[src/rtl/multi_pwm_tach.sv]
// multi_pwm_tach: NUM_CH double-buffered PWM channels on a shared prescaled
// timebase, plus a TACHIN rising-edge period meter with stall detection.

// One PWM channel: shadow/active period+duty registers, tick-driven counter,
// registered output.
module multi_pwm_tach_lane #(
  parameter int WIDTH = 16
) (
  input  logic             clk_i,
  input  logic             rst_i,
  input  logic             tick_i,
  input  logic             en_i,
  input  logic             wr_per_i,
  input  logic             wr_duty_i,
  input  logic [WIDTH-1:0] wr_data_i,
  output logic             pwm_o
);

  logic [WIDTH-1:0] per_sh_q, per_sh_d;
  logic [WIDTH-1:0] duty_sh_q, duty_sh_d;
  logic [WIDTH-1:0] per_act_q, per_act_d;
  logic [WIDTH-1:0] duty_act_q, duty_act_d;
  logic [WIDTH-1:0] cnt_q, cnt_d;
  logic             pwm_q, pwm_d;

  // Next state: shadow writes, period counting, shadow->active transfer at the boundary.
  always_comb begin
    per_sh_d   = per_sh_q;
    duty_sh_d  = duty_sh_q;
    per_act_d  = per_act_q;
    duty_act_d = duty_act_q;
    cnt_d      = cnt_q;
    if (wr_per_i)  per_sh_d  = wr_data_i;
    if (wr_duty_i) duty_sh_d = wr_data_i;
    if (tick_i) begin
      // A disabled or zero-period channel sits at cnt=0 and keeps loading, so it
      // restarts a fresh period with the latest values once it runs again.
      // Active registers take the pre-write shadow, so a write landing on the
      // wrap cycle is deferred one more period.
      if (!en_i || (per_act_q == '0) || (cnt_q == per_act_q)) begin
        cnt_d      = '0;
        per_act_d  = per_sh_q;
        duty_act_d = duty_sh_q;
      end else begin
        cnt_d = cnt_q + WIDTH'(1);
      end
    end
    // cnt never exceeds per_act, so duty>period compares true every count.
    pwm_d = en_i && (cnt_q < duty_act_q);
  end

  // Lane state register.
  always_ff @(posedge clk_i) begin
    if (rst_i) begin
      per_sh_q   <= '0;
      duty_sh_q  <= '0;
      per_act_q  <= '0;
      duty_act_q <= '0;
      cnt_q      <= '0;
      pwm_q      <= 1'b0;
    end else begin
      per_sh_q   <= per_sh_d;
      duty_sh_q  <= duty_sh_d;
      per_act_q  <= per_act_d;
      duty_act_q <= duty_act_d;
      cnt_q      <= cnt_d;
      pwm_q      <= pwm_d;
    end
  end

  assign pwm_o = pwm_q;

endmodule

module multi_pwm_tach #(
  parameter int NUM_CH   = 4,
  parameter int WIDTH    = 16,
  parameter int PRESCALE = 10,
  parameter int TACH_W   = 24
) (
  input  logic                                       SYSCLK,
  input  logic                                       SYSRESET,
  input  logic                                       WR_EN,
  input  logic [((NUM_CH > 1) ? $clog2(NUM_CH) : 1)-1:0] WR_CH,
  input  logic                                       WR_SEL,
  input  logic [WIDTH-1:0]                           WR_DATA,
  input  logic [NUM_CH-1:0]                          ENABLE,
  output logic [NUM_CH-1:0]                          PWM,
  input  logic                                       TACHIN,
  output logic [TACH_W-1:0]                          TACH_PERIOD,
  output logic                                       TACH_VALID,
  output logic                                       TACH_STALL
);

  localparam int CHW = (NUM_CH > 1) ? $clog2(NUM_CH) : 1;
  localparam int PW  = (PRESCALE > 1) ? $clog2(PRESCALE) : 1;
  localparam logic [TACH_W-1:0] TMAX    = '1;
  localparam logic [TACH_W-1:0] TMAX_M1 = TMAX - TACH_W'(1);

  // ---------------- prescaler ----------------
  logic [PW-1:0] presc_q, presc_d;
  logic          tick;

  assign tick = (presc_q == PW'(PRESCALE - 1));

  // Free-running tick generator, one tick every PRESCALE cycles.
  always_comb begin
    presc_d = tick ? '0 : presc_q + PW'(1);
  end

  // Prescaler register.
  always_ff @(posedge SYSCLK) begin
    if (SYSRESET) presc_q <= '0;
    else          presc_q <= presc_d;
  end

  // ---------------- PWM lanes ----------------
  logic [NUM_CH-1:0] wr_per, wr_duty;

  for (genvar i = 0; i < NUM_CH; i++) begin : g_lane
    // Out-of-range WR_CH matches no lane and is dropped.
    assign wr_per[i]  = WR_EN && !WR_SEL && (WR_CH == CHW'(i));
    assign wr_duty[i] = WR_EN &&  WR_SEL && (WR_CH == CHW'(i));

    multi_pwm_tach_lane #(.WIDTH(WIDTH)) u_lane (
      .clk_i     (SYSCLK),
      .rst_i     (SYSRESET),
      .tick_i    (tick),
      .en_i      (ENABLE[i]),
      .wr_per_i  (wr_per[i]),
      .wr_duty_i (wr_duty[i]),
      .wr_data_i (WR_DATA),
      .pwm_o     (PWM[i])
    );
  end

  // ---------------- tachometer ----------------
  // sync_q[1:0] is the two-flop synchronizer, sync_q[2] the edge-detect history.
  logic [2:0]        sync_q, sync_d;
  logic              tedge;
  logic [TACH_W-1:0] tcnt_q, tcnt_d;
  logic [TACH_W-1:0] per_q, per_d;
  logic              vld_q, vld_d;
  logic              stall_q, stall_d;
  logic              armed_q, armed_d;

  assign tedge = sync_q[1] && !sync_q[2];

  // Tach next state: capture on armed edges, otherwise re-arm; saturating count.
  always_comb begin
    sync_d  = {sync_q[1:0], TACHIN};
    tcnt_d  = tcnt_q;
    per_d   = per_q;
    vld_d   = 1'b0;
    stall_d = stall_q;
    armed_d = armed_q;
    if (tedge) begin
      tcnt_d = '0;
      if (armed_q && !stall_q) begin
        // tcnt counts cycles since the previous edge minus one.
        per_d = tcnt_q + TACH_W'(1);
        vld_d = 1'b1;
      end else begin
        stall_d = 1'b0;
        armed_d = 1'b1;
      end
    end else if (tcnt_q != TMAX) begin
      tcnt_d = tcnt_q + TACH_W'(1);
      if (tcnt_q == TMAX_M1) stall_d = 1'b1;
    end
  end

  // Tach state register.
  always_ff @(posedge SYSCLK) begin
    if (SYSRESET) begin
      sync_q  <= '0;
      tcnt_q  <= '0;
      per_q   <= '0;
      vld_q   <= 1'b0;
      stall_q <= 1'b0;
      armed_q <= 1'b0;
    end else begin
      sync_q  <= sync_d;
      tcnt_q  <= tcnt_d;
      per_q   <= per_d;
      vld_q   <= vld_d;
      stall_q <= stall_d;
      armed_q <= armed_d;
    end
  end

  assign TACH_PERIOD = per_q;
  assign TACH_VALID  = vld_q;
  assign TACH_STALL  = stall_q;

endmodule

[config.mk]
export PLATFORM = sky130hd
export DESIGN_NAME = multi_pwm_tach
export DESIGN_NICKNAME = d
export VERILOG_FILES = /design/src/rtl/multi_pwm_tach.sv
export SDC_FILE = /design/constraint.sdc
export NUM_CORES = 1
export LEC_CHECK = 0
export BUFFER_PORTS_ARGS = -buffer_cell sky130_fd_sc_hd__buf_2
export CORE_AREA = 2 2 235 237
export CTS_BUF_LIST = sky130_fd_sc_hd__clkbuf_4 sky130_fd_sc_hd__clkbuf_8
export DETAILED_ROUTE_END_ITERATION = 10
export DIE_AREA = 0 0 237 239
export SYNTH_ARGS = -nofsm -noshare
export SYNTH_HDL_FRONTEND = slang
export SYNTH_SLANG_ARGS = --single-unit
[constraint.sdc]
create_clock -name SYSCLK -period 1.95 [get_ports SYSCLK]
set_clock_uncertainty 0.05 [all_clocks]
set_input_delay 0.39 -clock SYSCLK [delete_from_list [all_inputs] [get_ports SYSCLK]]
set_output_delay 0.39 -clock SYSCLK [all_outputs]
set_load 0.01 [all_outputs]
; ---- After elaboration in Yosys (flattened, before gate mapping)
; Index checks and enable logic that the tools add are counted.
[word_totals]
reg_bits = 382
wordCells = 111
out_inout_bits = 30
[op_classes]
order_cmp = 4
n_reduce_logical = 48
n_eq_ne = 11
mux = 9
n_bitwise = 2
addsub = 6
[ops]
columns = cell, count
row1 = $add 16x1->16 const B, 4
row2 = $eq 16x16->1, 4
row3 = $logic_not 16->1, 4
row4 = $lt 16x16->1, 4
row5 = $mux 16, 4
row6 = $add 24x1->24 const B, 1
row7 = $eq 24x24->1 const B, 1
row8 = $ne 24x24->1 const B, 1
row9 = $logic_and 1x1->1, 16
row10 = $reduce_and 2->1, 6
row11 = $logic_or 1x1->1, 8
row12 = $logic_not 1->1, 7
row13 = $reduce_or 2->1, 3
row14 = $mux 1, 5
row15 = $add 4x1->4 const B, 1
row16 = $eq 2x2->1 const B, 2
row17 = $eq 4x4->1 const B, 1
row18 = $reduce_bool 2->1, 2
row19 = $reduce_and 3->1, 1
row20 = $eq 2x1->1 const B, 1
row21 = $logic_not 2->1, 1
row22 = $ne 2x2->1 const B, 1
row23 = $not 1->1, 2

; ---- Logic depth before layout (Yosys ltp)
; Gate-level depths: netlist of run 1.
[depth]
ltp_word = 4
mapped_depth = 10
depth_no_buf = 7

; ---- By module
; From an unflattened synthesis of run 1, not the netlist that was laid out.
[hier_totals]
cells_unflattened = 2474
hier_area_um2 = 20088.0
[by_module_without_submodules]
columns = mod, cells_per_inst, area_per_inst_um2, seq_area_each_um2, n_inst
row1 = multi_pwm_tach_lane, 549, 4401.7, 1621.6, 4
row2 = multi_pwm_tach, 278, 2481.1, 1161.1, 1

; ---- Worst setup path before layout of run 1
; OpenSTA, ideal clock, no wires.
[synth_timing]
path_type = reg-to-reg
start = reg tcnt_q[0]
end = reg tcnt_q[0]
path_stages_with_launch = 8
setup_slack_ps = -100
t_arrival_ps = 1873
period_less_slack_ps = 2050
setup_time_ps = 128
path_cell_list = dfxtp_1 -> ha_1 -> nand4_1 -> nor4_2 -> nand3_1 -> clkbuf_1 -> xnor2_1 -> nor2_1
[synth_via]
elab_chain_cells = 1
[synth_lines]
columns = item, line
row1 = start: declaration, 141  ; logic [TACH_W-1:0] tcnt_q, tcnt_d;
row2 = start signal: assignment, 184  ; tcnt_q <= tcnt_d;
row3 = $add 24x1->24 or $ne 24x24->1 (tied branches), "168, 167"
; Several ways; a longest one is shown, not always the timed one.
; A chain may end at the register's enable or synchronous reset.

; ---- Final worst setup path of run 1
[layout_timing]
start = reg g_lane[0].u_lane.per_act_q[5]
end = reg g_lane[0].u_lane.duty_act_q[15]
[layout_via]
elab_chain_cells = 4
[layout_lines]
columns = item, line
row1 = start: declaration, 21  ; logic [WIDTH-1:0] per_act_q, per_act_d;
row2 = start signal: assignment, 64  ; per_act_q <= per_act_d;
row3 = $logic_not 16->1, 40  ; if (!en_i || (per_act_q == '0) || (cnt_q == per_act_q)) begin
row4 = $logic_or 1x1->1, 40
row5 = $logic_or 1x1->1 (*), 40
row6 = $reduce_and 2->1 (no source line) (*), -
row7 = end signal: assignment, 65  ; duty_act_q <= duty_act_d;
row8 = end: declaration, 22  ; logic [WIDTH-1:0] duty_act_q, duty_act_d;
; Mark *: on every way between the ends. The rest lies on a longest branch, timed or not.

==> run_results.csv, run 1 <==
group,metric,value,unit
status,status,"complete, but fails checks",
synth,synth.largest_area_cell,"dfxtp_1",
detailed_routing,first_pass_iters,6,
worst_setup_path,crit_slowest_cell,"or4_4",
detailed_routing,drt_iter0_drc,1075,
status,violations,"setup timing",
die,initial_core_util,36.4,%
detailed_routing,vias_per_cell,5.45,
synth,yosysSeqAreaShare,38.7,%
die,die_height,239,um
timing,maxSlewHeadroom,60.1,%
placement,gp_congestion,0.843,
synth,synth_flop_cell,"dfxtp_1",
synth,async_flop_share,0,%
global_route,antenna_found_initial,1,
timing,rsz0062_at_grt,"true",
placement,hpwl,37700,um
synth,synth_fp_nets,2533,
worst_setup_path,start_kind,"flip-flop",
power,p_int,12500,uW
synth,synth_top_area_share,38.7,%
synth,syn-mean-instance-area,8.11,um2
synth,yosys-top-cells-area,"dfxtp_1 39%, nand2_1 9.5%, a21oi_1 5.4%",
worst_setup_path,crit_top_cell,"buf_6",
synth,synth_xor_area_share,6.55,%
global_route,grt_max_degree,99,
power,comb_power_share,4.0,%
synth,synth_area,19800,um2
worst_setup_path,worstPathCellList,"or4_4 -> buf_6 -> o41ai_4 -> buf_6 -> buf_12 -> nor3_1 -> mux2i_1 -> nand2_1",
clock_tree,clk_path_buf_depth,3,
timing,hold_violations,0,
min_path,hold_path_depth,3,
worst_setup_path,timing.rr.end,"g_lane[0].u_lane.duty_act_q[15]",
layout,syn_to_final_growth,28.2,%
layout,final_cell_mix,"501 x nand2_1, 365 x dfxtp_1, 183 x a21oi_1, 172 x buf_4, 159 x and3_1",
timing,setup_viol,137,
clock_tree,h-tree-depth,3,
placement,dp_slack,-0.158,ns
worst_setup_path,max_stage_delay,0.56,ns
synth,ys_seq_elements,382,
power,power_frac_clock,47.8,%
global_route,grt.overflow.total,0,
worst_setup_path,r2r_start,"g_lane[0].u_lane.per_act_q[5]",
flow_run,maxCapViolations,0,
detailed_routing,ant_nets,0,
layout,final_cells,3366,
power,seq_power_share,48.2,%
power,switching_share,24.0,%
detailed_routing,avgRoutedWirePerCell,17.8,um
worst_setup_path,worstPathRequired,2.42,ns
die,rows,86,
worst_setup_path,critPathCaptureType,"flip-flop",
global_route,grt_pass1_wl,90200,um
synth,synth_top_family_by_area,"simple AND/OR/NAND/NOR gates",
worst_setup_path,crit_family,"simple AND/OR/NAND/NOR gates",
synth,synth.distinct_cells,55,
worst_setup_path,crit_fanout,8,
synth,synth_fa_ha_area_share,4.30,%
synth,synth-edff-count,0,
synth,synthCells,2438,
die,ioPinCount,57,
clock_tree,cts.sinks,382,
layout,final_common_cell,"nand2_1",
placement,port_buffers,56,
timing,worstMarginPinSlew,0.599,ns
layout,fin_util,46.7,%
die,coreArea,54300,um2
worst_setup_path,crit_type,"flip-flop to flip-flop",
clock_tree,clockRootBuffer,"clkbuf_8",
layout,nets,2709,
timing,fin_crit,2.11,ns
power,irDropWorstVdd,0.000524,V
clock_tree,cts_tree,"done",
global_route,grt_usage,19.6,%
clock_tree,cts_inserted_buffers,69,
synth,yosys.area_share.simple,24.8,%
power,cellLeakagePower,0.0114,uW
timing,period_share,108,%
die,die_w,237,um
power,p_sw,3940,uW
layout,final_layout_size_suffix_gt1_share,25.4,%
min_path,hold_class,"input pin to flip-flop",
timing,drv_slew,0,
detailed_routing,drc,0,
min_path,whs_endpoint,"g_lane[0].u_lane.per_sh_q[2]",
layout,fill_cells,5089,
clock_tree,clk-insertion-delay-late,0.65,ns
power,powerDensity,649,nW/um2
detailed_routing,wl,60000,um
clock_tree,clk_pin_slew_worst_paths,0.06,ns
worst_setup_path,crit_buf_inv,3,
synth,synth-compound-area-share,18.0,%
global_route,grt_pass1_vias,17200,
timing,max_clock_freq,475,MHz
timing,finalWorstSetupSlack,-0.155,ns
worst_setup_path,r2r_cells,8,
placement,dp.cells,3197,
synth,yosysWarnings,0,
die,dieArea,56600,um2
worst_setup_path,cp_data_arrival_time,2.58,ns
worst_setup_path,r2r_setup_slack,-0.16,ns
synth,synthMuxAreaShare,1.62,%
min_path,hold_start,"WR_DATA[2]",
detailed_routing,via_count,18300,
tightest hold or removal path: stages:
cell	delay [ns]
buf_2	0.21
nand2_1	0.09
a21oi_1	0.05
synth_stat cells (all sizes together) (32+ instances only):
| master | n |
|---|---|
| and3 | 161 |
| xnor2 | 33 |
| inv | 75 |
| mux2i | 32 |
| nand3 | 39 |
| nand4 | 44 |
| clkbuf | 139 |
| dfxtp | 382 |
| xor2 | 115 |
| nor3 | 94 |
| buf | 55 |
| o311ai | 96 |
| a32oi | 32 |
| nor2 | 141 |
| ha | 68 |
| nand2 | 501 |
| a21oi | 281 |
kinds of logic (layout without fill, tap and decap cells):
family | Yosys count | count (layout)
multiplexers | 32 | 32
AND/OR/NAND/NOR | 1053 | 1053
adder cells (fa/ha/maj) | 68 | 68
XOR/XNOR | 148 | 148
buffers and inverters | 269 | 491
flip-flops | 382 | 382
other | 0 | 1
AO/OA/AOI/OAI | 486 | 487
worst max path at each step:
stage                                    from                              end  slack (ns)  cells after the start
2_1_floorplan   g_lane[1].u_lane.per_act_q[5]  g_lane[1].u_lane.duty_act_q[10]       -0.08                      4
3_3_place_gp   g_lane[0].u_lane.per_act_q[10]    g_lane[0].u_lane.per_act_q[5]       -0.10                      5
3_5_place_dp   g_lane[0].u_lane.per_act_q[10]    g_lane[0].u_lane.per_act_q[8]       -0.16                      5
4_1_cts         g_lane[0].u_lane.per_act_q[4]   g_lane[0].u_lane.duty_act_q[4]       -0.16                      8
5_1_grt         g_lane[0].u_lane.per_act_q[5]  g_lane[0].u_lane.duty_act_q[15]       -0.24                      8
6_report        g_lane[0].u_lane.per_act_q[5]  g_lane[0].u_lane.duty_act_q[15]       -0.16                      8
what timing repair did:
action,CTS,global route
setup endpoints to repair,142,203
cloned,9,16
buffers inserted,13,14
hold endpoints to repair,1,0
resized for setup,42,183
pin swaps,8,73
hold buffers,1,0
stage by stage:
stage               power [uW]  hold WS, ns  TNS [ns]  instance area [um2]
global placement          8710        0.371     -3.46                22000
detailed placement        8720        0.379     -6.18                22000
global route             17000       0.0825    -16.53                25400
CTS                      16600       0.0501     -5.40                23900
floorplan                 8440        0.364     -7.20                19900
finish                   16400       0.0983     -9.46                25400
final cells by class:
type,instances,area (um2),area share [%]
multi-input cells,1788,12100,47.9
well taps,704,881,3.47
inverters,75,287,1.13
diodes,1,2.50,0.00987
clock buffers,105,1320,5.21
flip-flops and latches,382,7670,30.2
repair buffers,298,2950,11.6
clock inverters,13,104,0.410
power groups by stage:
stage / clock network, uW / logic, uW / registers, uW
floorplan: 0 / 356 / 8090
global placement: 0 / 619 / 8090
detailed placement: 0 / 630 / 8090
CTS: 8040 / 641 / 7920
global route: 8390 / 710 / 7930
finish: 7860 / 664 / 7930
layer usage:
metal	vias up	track usage [%]	routed length (um)
li1	8919	-	-
met4	0	8.90	2030
met5	-	0	0
met3	139	3.06	2890
met1	8821	25.2	26400
met2	470	32.6	28800
flip-flops by register name, summed over array words and instances, names as in the netlist:
signal	cells
g_lane.u_lane.duty_act_q	64
g_lane.u_lane.cnt_q	64
TACH_STALL	1
g_lane.u_lane.per_sh_q	64
presc_q	4
TACH_PERIOD	24
g_lane.u_lane.per_act_q	64
g_lane.u_lane.duty_sh_q	64
g_lane.u_lane.pwm_o	4
tcnt_q	24
sync_q	3
TACH_VALID	1
armed_q	1
(Power assumes the default switching activity.)
==> run 2, diff against run 1 <==
--- a/config.mk
+++ b/config.mk
@@ -5,7 +5,7 @@
 export SDC_FILE = /design/constraint.sdc
 export NUM_CORES = 1
 export LEC_CHECK = 0
-export BUFFER_PORTS_ARGS = -buffer_cell sky130_fd_sc_hd__buf_2
+export BUFFER_PORTS_ARGS = -buffer_cell sky130_fd_sc_hd__clkbuf_2
 export CORE_AREA = 2 2 235 237
 export CTS_BUF_LIST = sky130_fd_sc_hd__clkbuf_4 sky130_fd_sc_hd__clkbuf_8
 export DETAILED_ROUTE_END_ITERATION = 10
==> run_results.csv, run 2 (synthesis gave the netlist of run 1 again) <==
group,metric,value,unit
timing,period_share,107,%
layout,fill_cells,5060,
worst_setup_path,crit_fanout,7,
timing,finalWorstSetupSlack,-0.130,ns
clock_tree,h-tree-depth,3,
timing,maxSlewHeadroom,56.7,%
layout,multiInputGateArea,12200,um2
placement,dp_slack,-0.157,ns
timing,whs,0.138,ns
layout,final_layout_size_suffix_gt1_share,25.2,%
power,powerDensity,652,nW/um2
timing,rsz0062_at_grt,"true",
die,coreArea,54300,um2
detailed_routing,ant_nets,0,
layout,final_common_cell,"nand2_1",
detailed_routing,drc,0,
timing,setup-tns-final,-8.61,ns
layout,regArea,7670,um2
layout,syn_to_final_growth,28.8,%
layout,nets,2703,
timing,fin_crit,2.08,ns
layout,final_cell_mix,"501 x nand2_1, 364 x dfxtp_1, 181 x a21oi_1, 154 x buf_4, 152 x and3_1",
placement,post_dp_cell_area,21800,um2
status,violations,"setup timing",
detailed_routing,wl,60700,um
timing,worstMarginPinSlew,0.650,ns
global_route,grt_usage,19.8,%
detailed_routing,drt_iter0_drc,1168,
power,power_frac_clock,48.2,%
flow_run,maxCapViolations,0,
timing,max_clock_freq,481,MHz
power,irDropWorstVdd,0.000605,V
placement,hpwl,36300,um
die,ioPinCount,57,
die,die_w,237,um
power,switching_share,24.1,%
clock_tree,clk-insertion-delay-late,0.64,ns
clock_tree,clk_pin_slew_worst_paths,0.06,ns
global_route,grt.overflow.total,0,
status,status,"complete, but fails checks",
clock_tree,cts_tree,"done",
worst_setup_path,worstPathRequired,2.43,ns
die,die_height,239,um
clock_tree,cts.sinks,382,
layout,final_area,25500,um2
global_route,grt_pass1_vias,17500,
timing,setup_viol,158,
power,seq_power_share,47.7,%
power,power,16600,uW
detailed_routing,vias_per_cell,5.50,
detailed_routing,first_pass_iters,5,
die,dieArea,56600,um2
placement,port_buffers,56,
global_route,grt_max_degree,119,
placement,gp_congestion,0.821,
min_path,hold_class,"input pin to flip-flop",
power,p_int,12600,uW
worst_setup_path,cp_data_arrival_time,2.56,ns
power,p_sw,4000,uW
worst_setup_path,crit_type,"flip-flop to flip-flop",
die,rows,86,
worst_setup_path,critPathCaptureType,"flip-flop",
clock_tree,clockRootBuffer,"clkbuf_8",
timing,drv_slew,0,
clock_tree,clk_path_buf_depth,3,
die,initial_core_util,36.4,%
power,comb_power_share,4.0,%
global_route,grt_pass1_wl,91400,um
timing,hold_violations,0,
global_route,antenna_found_initial,2,
clock_tree,cts_inserted_buffers,73,
detailed_routing,via_count,18500,
worst_setup_path,start_kind,"flip-flop",
detailed_routing,avgRoutedWirePerCell,18.1,um
power,cellLeakagePower,0.0117,uW
-- run 2: changes by cell type in the layout (fill, tap and decap cells not counted), sizes merged --
cell	change
buf	-69
clkinvlp	-1
clkinv	+4
clkbuf	+57
inv	-1
diode	+1
o41a	+1
-- run 2: final timing paths --
path              depth (start not counted)                     startpoint  slack, ns                        endpoint
setup reg to reg                          7  g_lane[0].u_lane.per_act_q[7]      -0.13  g_lane[0].u_lane.duty_act_q[9]
hold reg to reg                           1                      sync_q[0]       0.38                       sync_q[1]
setup / recovery                          7  g_lane[0].u_lane.per_act_q[7]      -0.13  g_lane[0].u_lane.duty_act_q[9]
hold / removal                            3                      ENABLE[3]       0.14          g_lane[3].u_lane.pwm_o
-- run 2: timing repair --
item / 4_1_cts / 5_1_grt
pin swaps: 9 / 74
gates cloned: 11 / 17
endpoints found under the hold margin: 1 / 0
setup buffers: 18 / 14
gates resized for setup: 42 / 186
hold buffers: 1 / 0
endpoints found under the setup margin: 162 / 209
-- run 2: per-layer routing --
layer	global-route usage, %	part of all wire (%)	vias up
met5	0	0	-
met4	7.44	2.7	0
met3	3.42	5.2	103
met2	32.9	47	497
met1	25.7	45	8927
li1	-	-	8936
-- run 2: power groups by stage --
stage,clock network (uW),registers [uW],logic (uW)
after floorplan,0,8090,356
after global placement,0,8090,625
after detailed placement,0,8090,637
after CTS,8210,7930,653
after global routing,8550,7930,720
final,8010,7930,670
-- run 2: stage by stage --
step,cells,util [%]
after global placement,3178,40.2
after CTS,3327,43.9
after global routing,3358,46.9
after floorplan,2438,-
after detailed placement,3178,40.2
final,3358,46.9
-- run 2: layout make-up --
class	count	share of cell area [%]
clock buffers	104	5.28
clock inverters	15	0.422
inverters	75	1.12
multi-input cells	1789	48.0
diodes	2	0.0197
repair buffers	287	11.5
flip-flops and latches	382	30.1
well taps	704	3.46
-- run 2: critical path, cell delays in order (launching register included) --
cell	delay [ns]
dfxtp_2	0.32
or4_4	0.59
o41ai_4	0.37
buf_6	0.19
buf_6	0.14
nor3_1	0.06
mux2i_1	0.18
nand2_1	0.08
==> run 3, diff against run 2 <==
--- a/config.mk
+++ b/config.mk
@@ -6,10 +6,12 @@
 export NUM_CORES = 1
 export LEC_CHECK = 0
 export BUFFER_PORTS_ARGS = -buffer_cell sky130_fd_sc_hd__clkbuf_2
-export CORE_AREA = 2 2 235 237
+export CAP_MARGIN = 25
+export CORE_AREA = 2 2 262 264
 export CTS_BUF_LIST = sky130_fd_sc_hd__clkbuf_4 sky130_fd_sc_hd__clkbuf_8
 export DETAILED_ROUTE_END_ITERATION = 10
-export DIE_AREA = 0 0 237 239
+export DIE_AREA = 0 0 264 266
 export SYNTH_ARGS = -nofsm -noshare
 export SYNTH_HDL_FRONTEND = slang
+export SYNTH_HIERARCHICAL = 1
 export SYNTH_SLANG_ARGS = --single-unit
==> run_results.csv, run 3 <==
group,metric,value,unit
placement,gp_congestion,0.831,
min_path,hold_class,"input pin to flip-flop",
placement,post_dp_cell_area,22300,um2
detailed_routing,met3_length,2300,um
worst_setup_path,start_kind,"flip-flop",
synth,synth_top_area_share,38.1,%
detailed_routing,ant_nets,0,
timing,period_share,99.3,%
clock_tree,clk_pin_slew_worst_paths,0.06,ns
power,power_frac_clock,48.6,%
layout,nets,2683,
clock_tree,h-tree-depth,3,
layout,final_common_cell,"dfxtp_1",
worst_setup_path,r2r_start,"presc_q[1]",
die,coreArea,67700,um2
worst_setup_path,cp-endpoint,"g_lane[0].u_lane/cnt_q[9]",
synth,syn-mean-instance-area,8.12,um2
synth,synth.distinct_cells,48,
synth,yosys-top-cells-area,"dfxtp_1 38%, mux2i_1 6.6%, nor2_1 5.8%",
placement,port_buffers,56,
worst_setup_path,cp_data_arrival_time,2.42,ns
timing,setup_viol,0,
worst_setup_path,critPathCaptureType,"flip-flop",
power,switching_share,23.8,%
power,p_int,12700,uW
timing,worstMarginPinSlew,0.535,ns
worst_setup_path,worstPathCellList,"inv_2 -> ha_4 -> and3b_4 -> buf_4 -> buf_4 -> and4_4 -> and3_4 -> nand3_1 -> xor2_1 -> nor3_1",
layout,final_layout_size_suffix_gt1_share,16.5,%
detailed_routing,top_layer,"met5",
synth,synthCells,2474,
global_route,grt_usage,14.7,%
min_path,hold_path_depth,3,
clock_tree,clk_path_buf_depth,3,
synth,synth_fp_nets,2569,
detailed_routing,via_count,17400,
global_route,grt_pass1_vias,15900,
synth,ys_seq_elements,382,
power,seq_power_share,47.4,%
timing,hold_violations,0,
power,comb_power_share,4.0,%
power,irDropWorstVdd,0.000490,V
synth,synth_area,20100,um2
worst_setup_path,crit_top_cell,"buf_4",
die,dieArea,70200,um2
die,ioPinCount,57,
timing,drv_slew,0,
clock_tree,cts_tree,"done",
worst_setup_path,crit_type,"flip-flop to flip-flop",
status,status,"finished clean",
clock_tree,clk-insertion-delay-late,0.62,ns
power,cellLeakagePower,0.00873,uW
worst_setup_path,worstPathRequired,2.43,ns
detailed_routing,vias_per_cell,4.94,
placement,hpwl,34200,um
detailed_routing,drc,0,
global_route,grt_pass1_wl,85200,um
global_route,grt.overflow.total,0,
detailed_routing,avgRoutedWirePerCell,15.0,um
synth,yosysMostFrequentCell,"dfxtp_1",
synth,async_flop_share,0,%
detailed_routing,wl_met1,25700,um
synth,yosysWarnings,6,
synth,synth_common_cells,"382 x dfxtp_1, 309 x nor2_1, 287 x nand2_1",
timing,fin_crit,1.94,ns
power,powerDensity,691,nW/um2
worst_setup_path,max_stage_delay,0.32,ns
worst_setup_path,r2r_cells,10,
clock_tree,cts_inserted_buffers,70,
detailed_routing,met2_length,23700,um
global_route,antenna_found_initial,2,
layout,final_area,24200,um2
timing,max_clock_freq,517,MHz
layout,syn_to_final_growth,20.4,%
worst_setup_path,crit_fanout,5,
die,rows,96,
clock_tree,cts.sinks,382,
synth,synth_flop_cell,"dfxtp_1",
detailed_routing,wl,53000,um
global_route,grt_max_degree,65,
synth,synth-edff-count,0,
die,initial_core_util,29.7,%
synth,yosysSeqAreaShare,38.1,%
timing,rsz0062_at_grt,"true",
die,die_w,264,um
die,die_height,266,um
flow_run,maxCapViolations,0,
worst_setup_path,crit_slowest_cell,"dfxtp_2",
worst_setup_path,crit_start,"presc_q[1]",
worst_setup_path,timing.rr.end,"g_lane[0].u_lane/cnt_q[9]",
worst_setup_path,r2r_setup_slack,0.01,ns
layout,final_cell_mix,"364 x dfxtp_1, 301 x nor2_1, 287 x nand2_1, 160 x a21oi_1, 158 x nand3_1",
synth,synth.largest_area_cell,"dfxtp_1",
timing,whs,0.114,ns
timing,maxSlewHeadroom,64.1,%
power,p_sw,3990,uW
detailed_routing,drt_iter0_drc,1172,
clock_tree,clockRootBuffer,"clkbuf_8",
detailed_routing,first_pass_iters,5,
## run 3: worst min path at each step
stage | from | endpoint | slack (ns)
global route | ENABLE[3] | g_lane[3].u_lane/pwm_o | 0.11
global placement | sync_q[0] | sync_q[1] | 0.38
CTS | ENABLE[3] | g_lane[3].u_lane/pwm_o | 0.08
floorplan | sync_q[0] | sync_q[1] | 0.36
finish | ENABLE[3] | g_lane[3].u_lane/pwm_o | 0.11
detailed placement | sync_q[0] | sync_q[1] | 0.38
## run 3: what timing repair did
item	4_1_cts	5_1_grt
gates resized for setup	13	57
endpoints found under the setup margin	22	125
hold endpoints to repair	1	0
pin swaps	3	11
buffers inserted	5	2
gates cloned	1	4
hold buffers	1	0
## run 3: power by group through the flow
stage / clock [uW] / sequential (uW) / combinational [uW]
final: 8120 / 7930 / 670
after global routing: 8730 / 7930 / 722
after CTS: 8370 / 7930 / 669
after detailed placement: 0 / 8100 / 661
after global placement: 0 / 8100 / 657
after floorplan: 0 / 8090 / 368
## run 3: cell type report
cell class,instances,area [um2]
Antenna cell,1,2.50
Clock buffer,110,1380
Clock inverter,13,98.8
Fill cell,7015,43600
Inverter,73,274
Multi-Input combinational cell,1827,11500
Sequential cell,382,7670
Tap cell,882,1100
Timing Repair Buffer,234,2140
## run 3: metrics by stage
| step | setup slack [ns] | setup TNS, ns | total power, uW | utilization (%) | instances |
|---|---|---|---|---|---|
| 2_1_floorplan | -0.0152 | -0.0606 | 8460 | - | 2474 |
| 3_3_place_gp | -0.0404 | -0.0831 | 8750 | 32.9 | 3386 |
| 3_5_place_dp | -0.0607 | -0.726 | 8760 | 32.9 | 3386 |
| 4_1_cts | -0.0466 | -0.106 | 17000 | 35.3 | 3516 |
| 5_1_grt | -0.105 | -2.34 | 17400 | 35.7 | 3522 |
| 6_report | 0.0142 | 0 | 16700 | 35.7 | 3522 |
## run 3: logic make-up after synthesis
kind of cell / count (synthesis) / share of synthesized area, %
AOI/OAI and AO/OA: 243 / 7.14
buffers and inverters: 265 / 5.97
adders and majority gates: 68 / 4.24
DFF: 382 / 38.1
and+or+nand+nor: 1244 / 31.9
muxes: 133 / 6.63
xor gates and xnor gates: 139 / 6.06
## run 3: per-layer routing
layer,vias up,global-route usage (%)
met5,-,0
met4,2,4.91
met3,69,2.64
met2,268,23.2
met1,8137,20.1
li1,8939,-
## run 3: worst max-delay path: cells and delay by family (launching register included)
| kind | cells | cell delay, ns |
|---|---|---|
| xor gates and xnor gates | 1 | 0.14 |
| adders and majority gates | 1 | 0.12 |
| buffers and inverters | 3 | 0.33 |
| DFF | 1 | 0.32 |
| and+or+nand+nor | 5 | 0.90 |
